`config.mk`:
```
export PLATFORM = sky130hd
export DESIGN_NAME = sync_counter_n
export DESIGN_NICKNAME = d
export VERILOG_FILES = /design/src/rtl/sync_counter_n.sv
export SDC_FILE = /design/constraint.sdc
export NUM_CORES = 1
export LEC_CHECK = 0
export BUFFER_PORTS_ARGS = -buffer_cell sky130_fd_sc_hd__buf_4
export CORE_AREA = 3 3 40 42
export CTS_CLUSTER_SIZE = 40
export DETAILED_ROUTE_END_ITERATION = 16
export DIE_AREA = 0 0 43 45
export SLEW_MARGIN = 20
export SYNTH_ARGS = -nofsm -noshare
export SYNTH_HDL_FRONTEND = slang
export SYNTH_SLANG_ARGS = --single-unit
```
`constraint.sdc`:
```
create_clock -name clk -period 2.2 [get_ports clk]
set_input_delay 0.22 -clock clk [delete_from_list [all_inputs] [get_ports clk]]
set_output_delay 0.22 -clock clk [all_outputs]
set_load 0.01 [all_outputs]
```
`src/rtl/sync_counter_n.sv`:
```
// sync_counter_n: synchronous modulo-N up/down counter with clock enable,
// clear, parallel load (clamped to MODULUS-1) and a cascadable terminal
// count output.
//
// Optional feature macro: SYNC_COUNTER_MATCH_EN
//   When defined, adds a comparator input and a registered match flag.
//
// Parameters
//   WIDTH   : counter width in bits (1..32)
//   MODULUS : number of count states, 0..MODULUS-1 (2..2**WIDTH)
//
// Ports
//   clk    in   rising-edge clock
//   reset  in   synchronous active-high reset, highest priority
//   ce     in   clock enable; with ce=0 only reset changes state
//   clr_n  in   synchronous clear, active-low
//   load_n in   synchronous parallel load, active-low
//   enp    in   count enable (parallel)
//   ent    in   count enable (trickle), also gates tco
//   up     in   direction, 1 = increment, 0 = decrement
//   p      in   parallel load data
//   q      out  current count
//   tco    out  terminal count (combinational)
//   cmp    in   compare value            (SYNC_COUNTER_MATCH_EN only)
//   match  out  registered q==cmp flag   (SYNC_COUNTER_MATCH_EN only)

module sync_counter_n #(
  parameter int unsigned      WIDTH   = 4,
  parameter longint unsigned  MODULUS = 64'(1) << WIDTH
) (
  input  logic             clk,
  input  logic             reset,
  input  logic             ce,
  input  logic             clr_n,
  input  logic             load_n,
  input  logic             enp,
  input  logic             ent,
  input  logic             up,
  input  logic [WIDTH-1:0] p,
`ifdef SYNC_COUNTER_MATCH_EN
  input  logic [WIDTH-1:0] cmp,
  output logic             match,
`endif
  output logic [WIDTH-1:0] q,
  output logic             tco
);

  // All arithmetic runs at WIDTH+1 bits so MODULUS = 2**WIDTH wraps cleanly.
  localparam longint unsigned MaxL   = MODULUS - 1;
  localparam logic [WIDTH:0]  MaxVal = MaxL[WIDTH:0];
  localparam logic [WIDTH:0]  One    = {{WIDTH{1'b0}}, 1'b1};

  // The extra MSB of the state is always zero; it keeps the compare and
  // wrap logic at the full arithmetic width.
  logic [WIDTH:0] q_q, q_d;
  logic [WIDTH:0] p_ext, load_ext, up_ext, dn_ext;

  always_comb begin
    p_ext    = {1'b0, p};
    load_ext = (p_ext > MaxVal) ? MaxVal : p_ext;
    up_ext   = (q_q == MaxVal) ? '0 : q_q + One;
    dn_ext   = (q_q == '0) ? MaxVal : q_q - One;

    q_d = q_q;
    if (ce) begin
      if (!clr_n) begin
        q_d = '0;
      end else if (!load_n) begin
        q_d = load_ext;
      end else if (enp && ent) begin
        q_d = up ? up_ext : dn_ext;
      end
    end
  end

  always_ff @(posedge clk) begin
    if (reset) begin
      q_q <= '0;
    end else begin
      q_q <= q_d;
    end
  end

  assign q   = q_q[WIDTH-1:0];
  assign tco = ent & (up ? (q_q == MaxVal) : (q_q == '0));

`ifdef SYNC_COUNTER_MATCH_EN
  logic match_q, match_d;

  // Flag reflects the value left by the most recent edge; any edge with ce=0
  // also drops it so it is only ever high for one cycle after a ce edge.
  always_comb begin
    match_d = ce && (q_d == {1'b0, cmp});
  end

  always_ff @(posedge clk) begin
    if (reset) begin
      match_q <= 1'b0;
    end else begin
      match_q <= match_d;
    end
  end

  assign match = match_q;
`endif

endmodule

```
==> qor.yml <==
start_util_pct: 38.9
run_status: "completed"
dieArea_um2: 1940
top_register: "q_q"
cp-start-kind: "flop"
postCtsSetupRepairBufs: 0
wirelength_um: 1230
crit_arrival_ns: 1.68
clk_latency_ns: 0.25
r2r-start: "q_q[0]"
fill_cells: 144
r2r-end: "q_q[1]"
areaGrowthSynthToFinish_pct: 20.1
drt_iter0_drc: 5
cts.sinks: 5
yosys_warnings: 0
postRouteAntennaNets: 0
clk_pin_slew_ns: 0.05
layout_common_cells: "buf_4 (16), inv_1 (5), nand2_1 (5), dfxtp_1 (5), a21oi_1 (4)"
fmax_mhz: 527
end_kind: "output pin"
grt_max_degree: 10
hpwl_um: 930
hold_path_startpoint: "reset"
core_um2: 1280
synth_cell_types: 30
n_antenna_cell: 0
required_ns: 1.98
drtPass1Iterations: 4
drv_cap: 0
layout.cells.non_filler: 89
clockBufferDepth: 2
gp_congestion: 0.837
powerDensity_nw_per_um2: 492
layout_commonest_cell: "buf_4"
grt_pass1_wl_um: 2020
wl_per_cell_um: 13.8
syn-mean-instance-area_um2: 8.05
largest_reg_flops: 5
cpPeakStageDelay_ns: 0.35
power_uw: 295
nets: 89
rr_worst_depth: 6
dp_cells: 85
synth_area_um2: 499
via_count: 504
reg.largest.list: "q_q (5)"
overflow: 0
multiInputGateArea_um2: 315
ctsResizeCount: 0
holdPathStages: 2
worstSetupPathType: "flop to output pin"
slew-limit-headroom_pct: 75.1
cts_buffers: 3
min_to: "q_q[0]"
die_w_um: 43
syn_nets: 76
yosysSeqAreaShare_pct: 20.1
final-max-slew-violation-count: 0
p_leak_nw: 0.246
drive_gt1_share_pct: 29.7
fin_crit_sh_pct: 86.3
finalSetupViolCount: 0
antenna_found_initial: 0
rsz0062_at_grt: "no"
rrSetupSlack_ns: 0.66
skew_ns: 0.000294
htree_levels: 1
netlist_instances: 62
ctsHoldBuffers: 0
io_pins: 17
crit_fanout: 6
synth_seq_cells: 5
min_period_ns: 1.90
port_buffers: 16
cts_tree: "done"
register_area_um2: 100
fin_tns_setup_ns: 0
crit_chain: "inv_1 > ha_1 > nor4b_4 > and2b_1 > nor3b_1 > buf_4"
via_per_inst: 5.66
slowest_stage: "dfxtp_1"
rows: 13
hp-class: "primary input to flop"
hold_viol_final: 0
grt_pass1_vias: 475
worst_pin_slew_ns: 0.369
dieHeight_um: 45
vdd_ir_drop_max_mv: 0.202
cts_root_buffer: "clkbuf_4"
post-route-drc-count: 0
grtUsageTotal_pct: 14.1
## layer usage
metal	routed length [um]	vias up	global-route usage, %
met5	0	-	0
met4	44	0	9.64
met3	65	4	1.99
met2	556	19	22.2
met1	561	235	17.8
li1	-	246	-
## synthesized netlist by cell type (all sizes together)
cell type,number,area (um^2)
a31o,1,8.76
o22ai,1,6.26
nand2b,1,6.26
nor4b,2,32.5
a31oi,3,18.8
clkbuf,1,5.00
o21ai,3,15.0
o31ai,1,7.51
and2b,1,7.51
xor2,2,17.5
nand2,5,18.8
mux2i,1,10.0
nor3b,2,15.0
nor2b,1,6.26
or2,1,6.26
nand3,3,15.0
a211o,2,17.5
nor3,2,10.0
a21oi,4,20.0
or3,1,6.26
nand4,2,12.5
buf,7,60.1
ha,2,25.0
o311ai,1,8.76
a221oi,1,15.0
inv,5,18.8
dfxtp,5,100
and4,1,8.76
## final cells by class
class                   count  share of cell area [%]
clock buffers               4                    4.38
inverters                   5                    3.13
multi-input cells          44                    52.6
flip-flops and latches      5                    16.7
well taps                  15                    3.13
repair buffers             16                    20.0
## through the flow
step | instance area (um^2) | worst slack, ns | hold WS, ns | util (%)
floorplan | 499 | 0.694 | 0.286 | -
global placement | 573 | 0.637 | 0.445 | 44.6
detailed placement | 573 | 0.604 | 0.440 | 44.6
CTS | 599 | 0.285 | 0.175 | 46.6
global route | 599 | 0.190 | 0.182 | 46.6
finish | 599 | 0.301 | 0.183 | 46.6
## worst max-delay path, delay by kind of cell (launching register included)
| kind | cells | cell delay (ns) |
|---|---|---|
| adder cells (fa/ha/maj) | 1 | 0.20 |
| AND/OR/NAND/NOR | 3 | 0.63 |
| buffers and inverters | 2 | 0.25 |
| flip-flops | 1 | 0.35 |
## logic make-up after synthesis
| group | count (synthesis) | synth area share [%] |
|---|---|---|
| adder cells (fa/ha/maj) | 2 | 5.01 |
| AND/OR/NAND/NOR | 22 | 29.1 |
| AO/OA/AOI/OAI | 17 | 23.6 |
| flip-flops | 5 | 20.1 |
| XOR/XNOR | 2 | 3.51 |
| buffers and inverters | 13 | 16.8 |
| multiplexers | 1 | 2.01 |
## where the power goes
part           internal [mW]  switching (mW)  total [mW]
registers             0.0941         0.00751       0.102
logic                 0.0409          0.0367      0.0777
clock network         0.0691          0.0464       0.116
total                  0.204          0.0907       0.295
## how the worst max path moves through the flow
stage               depth (start not counted)   start  slack (ns)  end
finish                                      6  q_q[0]        0.30  tco
global route                                6  q_q[0]        0.19  tco
CTS                                         6  q_q[0]        0.29  tco
detailed placement                          6  q_q[0]        0.60  tco
global placement                            6  q_q[0]        0.64  tco
floorplan                                   5  q_q[0]        0.69  tco
Note: power is estimated with default switching activity, not from simulation.
